File: src/rtl/pc_sequencer.sv
// pc_sequencer: fetch/issue controller for the 8-bit CPU.
// Owns the program counter, registers the instruction word returned by the
// combinational instruction memory, and issues it to the execute datapath
// over a valid/ready handshake. Unconditional jumps are resolved here;
// conditional jumps and ATC wait for a branch result from the datapath.
// Optional feature: define BREAKPOINT_EN to enable the run-mode breakpoint.
module pc_sequencer #(
  parameter logic [7:0] RESET_PC  = 8'd0,
  parameter int         NOP_LIMIT = 4
) (
  input  logic        clock,
  input  logic        reset_n,
  input  logic        run,
  input  logic        step,
  input  logic        restart,
  output logic [7:0]  imem_addr,
  input  logic [31:0] imem_data,
  output logic [31:0] instr,
  output logic        instr_valid,
  input  logic        instr_ready,
  input  logic        resolve_valid,
  input  logic        resolve_taken,
  output logic [7:0]  pc,
  output logic        halted,
  input  logic [7:0]  bp_addr,
  input  logic        bp_enable,
  output logic        bp_hit
);

  // Instruction field encodings, mirroring the shared CPU definitions.
  localparam logic [2:0] OP_JMP   = 3'd5;
  localparam logic [2:0] OP_ATC   = 3'd6;
  localparam logic [2:0] COND_UNC = 3'd0;

  localparam logic [15:0] NOP_LIMIT_W = 16'(NOP_LIMIT);

  typedef enum logic [2:0] {
    S_IDLE    = 3'd0,
    S_FETCH   = 3'd1,
    S_ISSUE   = 3'd2,
    S_RESOLVE = 3'd3,
    S_HALTED  = 3'd4
  } state_t;

  state_t      state_reg, state_next;
  logic [7:0]  pc_reg, pc_next;
  logic [31:0] instr_reg, instr_next;
  logic        instr_valid_reg, instr_valid_next;
  logic [15:0] nop_count_reg, nop_count_next;
  logic        step_mode_reg, step_mode_next;
  logic        bp_hit_reg, bp_hit_next;
  logic        bp_stop_reg, bp_stop_next;

  logic [7:0]  pc_inc;
  logic [15:0] nop_inc;
  logic [2:0]  fetch_op, fetch_cond, held_op, held_cond;
  logic [7:0]  fetch_target, held_target;
  logic        bp_trip;
  state_t      done_state;

  assign pc_inc       = pc_reg + 8'd1;
  // Saturate so a very long NOP run cannot wrap the counter back below the limit.
  assign nop_inc      = (nop_count_reg == 16'hFFFF) ? nop_count_reg : nop_count_reg + 16'd1;
  assign fetch_op     = imem_data[31:29];
  assign fetch_cond   = imem_data[28:26];
  assign fetch_target = imem_data[7:0];
  assign held_op      = instr_reg[31:29];
  assign held_cond    = instr_reg[28:26];
  assign held_target  = instr_reg[7:0];

  // Where to go once the current word is finished: single-step always parks in IDLE.
  assign done_state = (run && !step_mode_reg) ? S_FETCH : S_IDLE;

`ifdef BREAKPOINT_EN
  // Breakpoint only stops free-running fetches; a step fetch goes through.
  assign bp_trip = !step_mode_reg && bp_enable && (pc_reg == bp_addr);
`else
  logic unused_bp;
  assign unused_bp = ^{bp_addr, bp_enable};
  assign bp_trip   = 1'b0;
`endif

  // Next-state and datapath-register update logic.
  always_comb begin
    state_next       = state_reg;
    pc_next          = pc_reg;
    instr_next       = instr_reg;
    instr_valid_next = instr_valid_reg;
    nop_count_next   = nop_count_reg;
    step_mode_next   = step_mode_reg;
    bp_hit_next      = 1'b0;
    bp_stop_next     = bp_stop_reg;

    // Restart is honoured everywhere except while an instruction is in flight.
    if (restart && (state_reg != S_ISSUE) && (state_reg != S_RESOLVE)) begin
      state_next     = S_IDLE;
      pc_next        = RESET_PC;
      nop_count_next = 16'd0;
      step_mode_next = 1'b0;
      bp_stop_next   = 1'b0;
    end else begin
      unique case (state_reg)
        S_IDLE: begin
          // After a breakpoint, run is ignored until a step moves past it.
          if (run && !bp_stop_reg) begin
            state_next     = S_FETCH;
            step_mode_next = 1'b0;
          end else if (step) begin
            state_next     = S_FETCH;
            step_mode_next = 1'b1;
            bp_stop_next   = 1'b0;
          end
        end

        S_FETCH: begin
          if (bp_trip) begin
            state_next   = S_IDLE;
            bp_hit_next  = 1'b1;
            bp_stop_next = 1'b1;
          end else begin
            instr_next = imem_data;
            if (imem_data == 32'd0) begin
              pc_next        = pc_inc;
              nop_count_next = nop_inc;
              step_mode_next = 1'b0;
              if ((NOP_LIMIT != 0) && (nop_inc >= NOP_LIMIT_W)) begin
                state_next = S_HALTED;
              end else begin
                state_next = done_state;
              end
            end else if ((fetch_op == OP_JMP) && (fetch_cond == COND_UNC)) begin
              pc_next        = fetch_target;
              nop_count_next = 16'd0;
              step_mode_next = 1'b0;
              state_next     = done_state;
            end else begin
              instr_valid_next = 1'b1;
              state_next       = S_ISSUE;
            end
          end
        end

        S_ISSUE: begin
          if (instr_ready) begin
            instr_valid_next = 1'b0;
            nop_count_next   = 16'd0;
            if ((held_op == OP_ATC) || ((held_op == OP_JMP) && (held_cond != COND_UNC))) begin
              state_next = S_RESOLVE;
            end else begin
              pc_next        = pc_inc;
              step_mode_next = 1'b0;
              state_next     = done_state;
            end
          end
        end

        S_RESOLVE: begin
          if (resolve_valid) begin
            pc_next        = resolve_taken ? held_target : pc_inc;
            step_mode_next = 1'b0;
            state_next     = done_state;
          end
        end

        S_HALTED: begin
          state_next = S_HALTED;
        end

        default: begin
          state_next = S_IDLE;
        end
      endcase
    end
  end

  // State and datapath registers with synchronous active-low reset.
  always_ff @(posedge clock) begin
    if (!reset_n) begin
      state_reg       <= S_IDLE;
      pc_reg          <= RESET_PC;
      instr_reg       <= 32'd0;
      instr_valid_reg <= 1'b0;
      nop_count_reg   <= 16'd0;
      step_mode_reg   <= 1'b0;
      bp_hit_reg      <= 1'b0;
      bp_stop_reg     <= 1'b0;
    end else begin
      state_reg       <= state_next;
      pc_reg          <= pc_next;
      instr_reg       <= instr_next;
      instr_valid_reg <= instr_valid_next;
      nop_count_reg   <= nop_count_next;
      step_mode_reg   <= step_mode_next;
      bp_hit_reg      <= bp_hit_next;
      bp_stop_reg     <= bp_stop_next;
    end
  end

  assign imem_addr   = pc_reg;
  assign pc          = pc_reg;
  assign instr       = instr_reg;
  assign instr_valid = instr_valid_reg;
  assign halted      = (state_reg == S_HALTED);
  assign bp_hit      = bp_hit_reg;

endmodule
File: config.mk
export PLATFORM = sky130hd
export DESIGN_NAME = pc_sequencer
export DESIGN_NICKNAME = d
export VERILOG_FILES = /design/src/rtl/pc_sequencer.sv
export SDC_FILE = /design/constraint.sdc
export NUM_CORES = 1
export LEC_CHECK = 0
export ABC_AREA = 1
export CAP_MARGIN = 5
export CORE_MARGIN = 2
export CORE_UTILIZATION = 27
export DETAILED_ROUTE_END_ITERATION = 16
export GPL_ROUTABILITY_DRIVEN = 0
export HOLD_SLACK_MARGIN = 0.15
export PLACE_DENSITY_LB_ADDON = 0.1
export SLEW_MARGIN = 10
export SYNTH_ARGS = -nofsm -noshare
export SYNTH_HDL_FRONTEND = slang
export SYNTH_SLANG_ARGS = --single-unit
File: constraint.sdc
create_clock -name clock -period 1.8 [get_ports clock]
set_input_delay 0.18 -clock clock [delete_from_list [all_inputs] [get_ports clock]]
set_output_delay 0.18 -clock clock [all_outputs]
set_load 0.01 [all_outputs]
Yosys cells after proc, flatten, opt, wreduce, memory -nomap -nowiden. Cells that the tools add are included.

Bits in registers: 61. Input port bits: 49. Logic and storage cells: 83.

Add/sub/neg operators: 2. Magnitude comparators: 1. Equal/unequal tests: 17. Muxes and demuxes: 34. Bitwise logic cells: 2. Reduce and logical (&&, ||, !) cells: 21.

Operators with widths (count): 2-to-1 mux 16 bit (4); 2-to-1 mux 8 bit (6); logical NOT 32 bit (1); case mux 16 bit (2 select lines) (1); case mux 8 bit (3 select lines) (1); 2-to-1 mux 3 bit (6); adder 16 x 1 -> 16 bit, second input constant (1); == test 16 bit, second input constant (1); >= comparator 16 x 3 -> 1 bit, second input constant (1); case mux 3 bit (5 select lines) (1); == test 3 bit, second input constant (4); 2-to-1 mux 1 bit (11); != test 2 bit, second input constant (5); AND reduction 5 bit (2); adder 8 x 1 -> 8 bit, second input constant (1); == test 3 x 2 -> 1 bit, second input constant (2); logical NOT 3 bit (2); != test 3 x 2 -> 1 bit, second input constant (2); != test 3 bit, second input constant (2); AND reduction 3 bit (2); AND reduction 6 bit (1); nonzero test 3 bit (2); logical AND 1 bit (5); 2-to-1 mux 2 bit (2); 10 further kinds (11).

Logic depth before layout (Yosys ltp).
Word-level depth: 6. Gate-level depth with buffers: 15. Mapped depth without buffers: 15.

Worst setup path after synthesis. OpenSTA, ideal clock, no wires.

Path kind: register -> register. From: reg nop_count_reg[0]. To: reg state_reg[0]. Data arrival time: 1560 ps. Required time: 1686 ps. Setup slack: 126 ps. Cell stages (with the launch flop): 15. Buffers on the path: 0. Period minus slack after synthesis: 1674 ps. Cells stage by stage: dfxtp_1 -> ha_1 -> nand3_2 -> inv_2 -> nand3_2 -> nor2_1 -> nor2_2 -> nand3_1 -> nor2_1 -> nand3_1 -> nand2_1 -> nand2_1 -> nand2_1 -> nand2_1 -> a21oi_2.

Word-level cells in the longest chain between the ends: 6.

Ends and longest elaborated chain: start: declaration (RTL line 49) `logic [15:0] nop_count_reg, nop_count_next;`; start signal: assignment (RTL line 192) `nop_count_reg <= nop_count_next;`; adder 16 x 1 -> 16 bit / == test 16 bit (equally long branches) (RTL line 63) `assign nop_inc = (nop_count_reg == 16'hFFFF) ? nop_count_reg : nop_count_reg + 16'd1;`; 2-to-1 mux 16 bit (*) (RTL line 63); >= comparator 16 x 3 -> 1 bit (*) (RTL line 126) `if ((NOP_LIMIT != 0) && (nop_inc >= NOP_LIMIT_W)) begin`; 2-to-1 mux 3 bit (*) (RTL line 126); 2-to-1 mux 3 bit (*) (RTL line 122) `if (imem_data == 32'd0) begin`; case mux 3 bit (5 select lines) (*) (RTL line 102) `unique case (state_reg)`; end signal: assignment (RTL line 188) `state_reg <= state_next;`; end: declaration (RTL line 45) `state_t state_reg, state_next;`.

Every way passes the cells marked *; elsewhere a longest branch is shown, timed or not. A chain may end at the register's enable or synchronous reset.

Worst setup path after layout. Ends and elaborated chain as after synthesis.

==> reports/qor.txt <==
Placed inst area: 4910 µm²
Starting Density: 0.278
DR vias/cell: 4.47
Antenna diodes: 0
Site Rows: 40
#FFs+latches synth: 61
Critical path endpoint category: flop
Post-synthesis sequential area ratio: 0.362
Nets: 720
Final period utilization: 1.00
Dominant synthesized flop cell: dfxtp_1
Synthesized netlist cell count: 504
Die W: 116 µm
Pwr Density: 712 nW/µm²
Initial antenna violation count: 1
Crit-path max FO: 4
Most common cell after layout, fill and taps aside: nor2_1
Initial DRT Pass Iterations: 4
Synth top area cells: dfxtp_1 36%, nor2_1 12%, o21ai_0 8.6%
Cell family with most CP delay: simple AND/OR/NAND/NOR gates
Wire length per cell: 13.0 µm
Number of max-cap violations: 0
VDD IR max: 0.460 mV
Most frequent cells in the layout: 99 x nor2_1, 82 x buf_4, 57 x o21ai_0
Skew-Pair Late Insertion Delay: 340 ps
Hold Fails Final Rpt: 0
Clock Path Buffers: 2
Total core area: 12100 µm²
Clock Root Buffer: clkbuf_16
Reg clk slew, reported paths: 60 ps
DR iter-0 viols: 155
Post-synthesis cell area: 3370 µm²
H-tree levels: 3
Worst Skew: 9.71 ps
Max-slew violation count: 0
Most Frequent Cell on Critical Path: nand2_1
Yosys top cell by area: dfxtp_1
Post-Syn Nets: 555
# IOs: 100
Worst EP required: 2070 ps
Async SR Flop Fraction: 0
P_leak: 2.46 nW
PnR worst setup slack: -0.838 ps
CP max stage delay: 350 ps
CTS tree: built
Post-DRT Antenna Nets: 0
Synth cell types: 38
Post-synth EDFFs: 0
PortBufs: 89
Crit path DAT: 2070 ps
Status: finished with violations
Area grow syn2layout: 65.1%
Final setup vio count: 1
Proportion of layout cells with a drive suffix above 1: 0.257
# clock sinks: 61
DP HPWL: 8050 µm
Violated checks: negative setup slack
Largest net degree at the start of global routing: 31
Hold Path Class: input port to flop
GRT Total Usage: 0.170
Via count: 3760
Remaining DRCs: 0
Kind of critical path: flop to flop
Detailed Route WL: 10900 µm
Die height: 116 µm
Overall power: 3.96 mW
Vias in the first global route: 3691
RSZ-0062 raised after global routing: yes
Setup WS pre-CTS: -485 ps
Final Cell Area: 5570 µm²
Final core utilization: 0.460
Critical path, cell by cell: ha_4 -> nand3_4 -> buf_4 -> nor3_1 -> nor2_1 -> nand3_2 -> nor3_4 -> nand3_2 -> nand2_1 -> nand2_1 -> nand2_1 -> nand2_1 -> a21oi_2
Fill count: 1245
Top cell type's share of synthesized area: 0.362
First-pass GRT wire length: 17800 µm
Die area: 13400 µm²
GRT overflow: 0
Ys Warns: 0
Tmin final: 1800 ps
Worst Path Buf+Inv: 1
CP max-delay cell: dfxtp_4
Setup TNS Final: -0.838 ps
Achievable clock frequency: 0.555 GHz
Syn avg cell area: 6.69 µm²
CTS buffer count: 9
Max FFs per register: 32
Nature of the critical path startpoint: flop
-- final cells by class --
cell class | count | area, µm² | share of cell area
timing repair buffer | 176 | 1600 | 0.288
clock inverter | 4 | 72.6 | 0.0130
sequential | 61 | 1230 | 0.221
multi-input combinational | 366 | 1990 | 0.357
clock buffer | 11 | 243 | 0.0436
tap | 168 | 210 | 0.0378
inverter | 55 | 221 | 0.0398
-- worst paths after layout --
check | cells past startpoint | to | slack [ps] | start
setup / recovery | 13 | state_reg[0] | -0.8 | nop_count_reg[0]
hold / removal | 3 | instr[28] | 130 | imem_data[28]
setup reg to reg | 13 | state_reg[0] | -0.8 | nop_count_reg[0]
hold reg to reg | 2 | step_mode_reg | 450 | step_mode_reg
-- routing by layer --
layer / vias up / share of wire / track usage / routed length [µm]
met2: 74 / 0.47 / 0.274 / 5130
met5: - / 0.0012 / 0 / 13
met1: 1701 / 0.46 / 0.214 / 5060
met3: 11 / 0.057 / 0.0596 / 623
li1: 1972 / - / - / -
met4: 2 / 0.010 / 0.0500 / 114
-- logic make-up after synthesis --
logic type | after synthesis | share of synthesized area
AO/OA/AOI/OAI | 102 | 0.164
XOR/XNOR | 9 | 0.0234
adder cells (fa/ha/maj) | 2 | 0.00742
buffers and inverters | 77 | 0.105
flip-flops | 61 | 0.362
other | 1 | 0.00111
AND/OR/NAND/NOR | 252 | 0.337
-- where the power goes --
group | leakage [nW] | internal (mW) | total, mW | switching (mW)
registers | 0.500 | 1.41 | 1.46 | 0.0496
clock network | 0.152 | 1.24 | 1.89 | 0.648
logic | 1.81 | 0.316 | 0.613 | 0.297
-- worst reg2reg max path, cell delays in order, from the launching register on --
cell and delay (ps):
dfxtp_4 350, ha_4 170, nand3_4 120, buf_4 130, nor3_1 30, nor2_1 170, nand3_2 120, nor3_4 190
nand3_2 110, nand2_1 70, nand2_1 50, nand2_1 50, nand2_1 60, a21oi_2 100
-- per-stage QoR --
stage | hold WS [ps] | cells
2_1_floorplan | 312 | 504
3_3_place_gp | 443 | 815
3_5_place_dp | 443 | 815
4_1_cts | 214 | 836
5_1_grt | 154 | 841
6_report | 132 | 841
-- what timing repair did --
item | CTS | global route
hold buffers | 0 | 0
gates cloned | 1 | 0
resized for setup | 40 | 61
pin swaps | 15 | 21
buffers inserted | 5 | 5
setup endpoints to repair | 29 | 27
-- synthesized netlist by cell type (6+ instances only) --
cell and instances:
a21oi_1 20, inv_1 48, inv_2 6, dfxtp_1 61
nand4_1 7, nor2_1 111, nor2_2 8, xor2_1 6
nand3_1 36, nor3_1 9, nand2_1 60, o21ai_0 58
clkbuf_1 7, o21ai_1 9, buf_4 9
Note: power is estimated with default switching activity, not from simulation.
